===== src/rtl/axis_parity_checker_pkg.sv =====
// Shared definitions for the AXI-Stream parity checker.
//   state_t            : response FSM states (RECV, CODE, LEN)
//   DEFAULT_PASS_CODE  : status beat sent when a packet passes
//   DEFAULT_FAIL_CODE  : status beat sent when a packet fails
//   xor_reduce()       : parity of a beat, zero-extended to XOR_MAX_W
package axis_parity_checker_pkg;

    typedef enum logic [1:0] {
        RECV = 2'd0,
        CODE = 2'd1,
        LEN  = 2'd2
    } state_t;

    localparam logic [7:0] DEFAULT_PASS_CODE = 8'hAB;
    localparam logic [7:0] DEFAULT_FAIL_CODE = 8'hFF;

    // Widest beat the helper handles; zero padding does not change parity.
    localparam int XOR_MAX_W = 1024;

    function automatic logic xor_reduce(input logic [XOR_MAX_W-1:0] value);
        return ^value;
    endfunction

endpackage


===== src/rtl/axis_parity_checker_accum.sv =====
// Running parity and beat count for the packet currently being received.
//   in_clock, in_reset : clock, async active-high reset
//   accept             : a slave beat is being accepted this cycle
//   last               : the accepted beat ends the packet (clears state)
//   data               : beat payload
//   parity_final       : parity including the current beat
//   count_beat         : beat count including the current beat, sized to DATA_W
module axis_parity_checker_accum
    import axis_parity_checker_pkg::*;
#(
    parameter int DATA_W = 8,
    parameter int CNT_W  = 16
) (
    input  logic              in_clock,
    input  logic              in_reset,
    input  logic              accept,
    input  logic              last,
    input  logic [DATA_W-1:0] data,
    output logic              parity_final,
    output logic [DATA_W-1:0] count_beat
);

    logic             acc;
    logic [CNT_W-1:0] cnt;
    logic [CNT_W-1:0] cnt_inc;
    logic             beat_parity;

    assign beat_parity  = xor_reduce(XOR_MAX_W'(data));
    assign parity_final = acc ^ beat_parity;

    // Count saturates; parity keeps accumulating regardless.
    assign cnt_inc = (cnt == {CNT_W{1'b1}}) ? cnt : cnt + CNT_W'(1);

    generate
        if (CNT_W >= DATA_W) begin : g_trunc
            assign count_beat = cnt_inc[DATA_W-1:0];
        end else begin : g_ext
            assign count_beat = {{(DATA_W-CNT_W){1'b0}}, cnt_inc};
        end
    endgenerate

    always_ff @(posedge in_clock or posedge in_reset) begin
        if (in_reset) begin
            acc <= 1'b0;
            cnt <= '0;
        end else if (accept) begin
            if (last) begin
                acc <= 1'b0;
                cnt <= '0;
            end else begin
                acc <= parity_final;
                cnt <= cnt_inc;
            end
        end
    end

endmodule


===== config.mk =====
export PLATFORM = sky130hd
export DESIGN_NAME = axis_parity_checker_accum
export DESIGN_NICKNAME = d
export VERILOG_FILES = /design/src/rtl/axis_parity_checker_pkg.sv /design/src/rtl/axis_parity_checker_accum.sv
export SDC_FILE = /design/constraint.sdc
export NUM_CORES = 1
export LEC_CHECK = 0
export ABC_AREA = 0
export CELL_PAD_IN_SITES_DETAIL_PLACEMENT = 2
export CELL_PAD_IN_SITES_GLOBAL_PLACEMENT = 2
export CORE_MARGIN = 5
export CORE_UTILIZATION = 28
export CTS_CLUSTER_SIZE = 24
export DETAILED_ROUTE_END_ITERATION = 6
export PLACE_DENSITY = 0.73
export SLEW_MARGIN = 20
export SYNTH_ARGS = -nofsm -noshare
export SYNTH_HDL_FRONTEND = slang
export SYNTH_SLANG_ARGS = --single-unit

===== constraint.sdc =====
create_clock -name in_clock -period 2.5 [get_ports in_clock]
set_input_delay 0.25 -clock in_clock [delete_from_list [all_inputs] [get_ports in_clock]]
set_output_delay 0.25 -clock in_clock [all_outputs]
set_load 0.1 [all_outputs]

# Word-level counts from Yosys, hierarchy flattened
# Cells that the tools add are included.
# W data, S select, Z words.
[word_totals] register_bits=17 output_inout_bits=9
[op_classes] addsub=1 reduce_logical=2 eq_ne=2 muxes=3 bitwise_logic=1
[op_table] operator="$reduce_xor A1024 Y1" n=1
[op_table] operator="$mux W16" n=2
[op_table] operator="$add A16 B1 Y16 const B" n=1
[op_table] operator="$eq A16 B16 Y1 const B" n=1
[op_table] operator="$ne A2 B2 Y1 const B" n=1
[op_table] operator="$reduce_and A2 Y1" n=1
[op_table] operator="$mux W1" n=1
[op_table] operator="$xor A1 B1 Y1" n=1

# Logic depth before layout (Yosys ltp)
[depth] word_depth=3 mapped_depth=7

# Worst setup path before layout
# Ideal clock, no wire load.
[synth_path] path_kind="register to output" startpoint="register cnt[0]" endpoint="output port count_beat[2]" t_required_ns=2.250 path_buffers=1 arrival_time_ns=2.853 path_stages_with_launch=5 slack_ns=-0.603 path_cell_list="dfrtp_1 -> ha_1 -> buf_6 -> inv_1 -> o21ai_0"
[synth_between] elab_chain_cells=2
[synth_rtl] element="start: declaration" line="axis_parity_checker_accum.sv:24" text="logic [CNT_W-1:0] cnt;"
[synth_rtl] element="start signal: assignment" line="axis_parity_checker_accum.sv:52" text="cnt <= cnt_inc;"
[synth_rtl] element="$add A16 B1 Y16 / $eq A16 B16 Y1 (equally long branches)" line="axis_parity_checker_accum.sv:32" text="assign cnt_inc = (cnt == {CNT_W{1'b1}}) ? cnt : cnt + CNT_W'(1);"
[synth_rtl] element="$mux W16 (*)" line="axis_parity_checker_accum.sv:32"
[synth_rtl] element="end: declaration" line="axis_parity_checker_accum.sv:20" text="output logic [DATA_W-1:0] count_beat"
# Mark *: on every way between the ends. The rest lies on a longest branch, timed or not. The select of a mux whose other input is x is not followed.

# Worst setup path in the final report
[layout_path] startpoint="register cnt[0]" endpoint="output port count_beat[4]"
# The elaborated chain is that of the path after synthesis.

==> reports/results.ini <==
[worst_setup_path]
critical_path_required_ns=2.25
cp_slowest_stage_delay_ns=0.43
crit_type=register to primary output
worstPathMaxFanout=8
reg2reg_to=cnt[11]$_DFFE_PP0P_
cp_data_arrival_time_ns=2.15
r2r_slack_ns=0.61
crit_chain=ha_1 > nand4_1 > nor4_4 > buf_6 > nor2_1 > xnor2_2 > buf_12
reg2regPathDepth=4
r2r_start=cnt[2]$_DFFE_PP0P_
slowest_stage=dfrtp_2
cp-start-kind=register
end_kind=primary output

[synth]
yosys_warnings=0
synth_edf_count=0
synthArstFlopShare_pct=100.0
syn-num-nets=157
synth_cell_types=50
synthCells=144
ys.flop_type=dfrtp_1
netlist_area_mm2=0.001326
syn_avg_cell_area_um2=9.210
ys_seq_area_share_pct=32.08
yosys_register_bits=17

[place]
placed_cells=215
dpl.hpwl_mm=3.130
placedInstanceArea_mm2=0.001714
port-buffer-count=20
gp_congestion=0.7447

[timing]
whs_ns=0.3888
slew-limit-headroom_pct=52.99
max_freq_mhz=416.2
worst_pin_slew_ns=0.7044
finClkSkew_ns=0.009965
min_period_over_period_pct=96.10
setup_viol=0
hold_viol=0
timing.final.crit_period_ns=2.402
maxSlewViolCount=0

[clocking]
numCtsBuffers=3
h-tree-depth=1
insertion_delay_ns=0.26
tritoncts=built
cts_max_path_buffers=2
cts_root_buf=clkbuf_8
cts_num_sinks=17
path_clk_slew_ns=0.08

[die]
num_rows=25
fp.dieArea_mm2=0.006213
die_h_um=78.83
core-area_mm2=0.004661
io_pins=21
die-width_um=78.83
start_util_pct=28.46

[drt]
ant_nets=0
num_vias=1253
drt_first_iter_violations=40
wl_per_cell_um=18.66
avgViaCountPerCell=5.644
drt-total-wl_mm=4.143
drc_errors=0
firstDrtPassIters=4

[layout]
stdcell_count=222
num-fill-cells=506
finalNetCount=182
fin_area_mm2=0.001788
antennaDiodeCount=0
final_core_util_pct=38.36
syn_to_final_growth_pct=34.81
layout-drive-gt1-share_pct=24.40

[global_routing]
grt_pass1_wl_mm=6.886
grt_usage_pct=13.93
grt_max_degree=18
antenna_found_initial=0
overflow=0
grt_pass1_vias=1409

[power_and_ir_drop]
pwr_density_cell_mw_per_mm2=706.5
p_total_mw=1.263
leakage_nw=0.7780
ir_worst_vdd_mv=0.5896

[worst_hold_path]
hold_path.class=input port to async pin

[outcome]
run_status=finished clean

[job]
drv_cap=0

worst max-delay path by stage:
stage	from	endpoint	slack, ns	depth (start not counted)
detailed placement	cnt[0]$_DFFE_PP0P_	count_beat[4]	0.30	7
CTS	cnt[0]$_DFFE_PP0P_	count_beat[4]	0.00009	7
floorplan	cnt[0]$_DFFE_PP0P_	count_beat[2]	-0.12	7
finish	cnt[0]$_DFFE_PP0P_	count_beat[4]	0.1	7
global placement	cnt[0]$_DFFE_PP0P_	count_beat[4]	0.46	7
global route	cnt[0]$_DFFE_PP0P_	count_beat[3]	-0.02	7
critical path: cells and delay by family (launching register included):
kind	cells	cell delay, ns
and+or+nand+nor	3	0.68
buffers and inverters	2	0.39
adders and majority gates	1	0.19
DFF	1	0.43
xor gates and xnor gates	1	0.20
stage by stage:
stage | setup TNS, ns | setup WS [ns]
floorplan | -0.2423 | -0.1170
global placement | 0 | 0.4572
detailed placement | 0 | 0.3000
CTS | 0 | 0.00009415
global route | -0.04633 | -0.01833
finish | 0 | 0.09756
cell type report:
cell class | count | area (um^2) | share of cell area [%]
inverter | 6 | 22.52 | 1.260
clock inverter | 1 | 5.005 | 0.2799
multi-input combinational | 112 | 863.3 | 48.29
tap | 54 | 67.56 | 3.779
sequential | 17 | 426.7 | 23.86
timing repair buffer | 29 | 361.6 | 20.22
clock buffer | 3 | 41.29 | 2.309
flip-flops by register name, indices dropped and copies added (netlist names):
name	cells
cnt	16
acc	1
routing by layer:
layer  track usage [%]  vias up  share of wire (%)
met4             2.405        0               0.92
met5                 0        -                  0
met3             3.401        4                3.5
li1                  -      583                  -
met2             25.89       22                 52
met1             16.35      644                 43
synth_stat cells (all sizes together), types with 2 or more instances:
master	instances	area share [%]
inv	4	1.1
nor3	3	1.1
dfrtp	17	32
a31o	3	2.0
xnor2	8	5.3
o21ai	5	2.2
and3	2	0.94
a21oi	2	0.75
nand2	18	5.1
nor2	11	3.1
a211o	2	1.3
o211ai	2	1.1
nand3	10	4.7
nand4	8	6.0
and2	2	0.94
clkbuf	2	0.85
xor2	4	2.6
and4	2	1.3
buf	7	5.1
nor4	4	3.5
o311ai	5	3.3
clkinv	2	0.57
or4	5	3.3
layout by cell type, fill, tap and decap left out, types with 3 or more instances in the layout:
cell,Yosys,routed
o21ai_0,4,3
xnor2_2,0,4
nand3_1,9,9
o311ai_0,3,3
buf_4,3,8
xnor2_1,8,4
nand4_1,6,6
nand2_1,18,18
inv_1,4,4
clkbuf_8,0,3
nor2_1,11,11
buf_12,0,9
dfrtp_1,17,16
nor3_1,3,3
clkdlybuf4s50_1,0,11
power by group:
| group | switching [mW] | total [mW] | internal, mW |
|---|---|---|---|
| Sequential | 0.0717 | 0.384 | 0.312 |
| Clock | 0.111 | 0.222 | 0.111 |
| Combinational | 0.406 | 0.658 | 0.252 |
| Total | 0.588 | 1.26 | 0.675 |
kinds of logic after synthesis:
family / synth area share [%]
mux: 0.7547
flops: 32.08
xor+xnor: 9.622
buf+inv: 7.641
fa+ha+maj: 0.9432
simple gates: 31.79
compound gates: 17.17
repair_timing:
item	4_1_cts	5_1_grt
setup buffers	0	3
setup endpoints to repair	0	4
hold buffers	0	0
gates resized for setup	0	2
(Power assumes the default switching activity.)
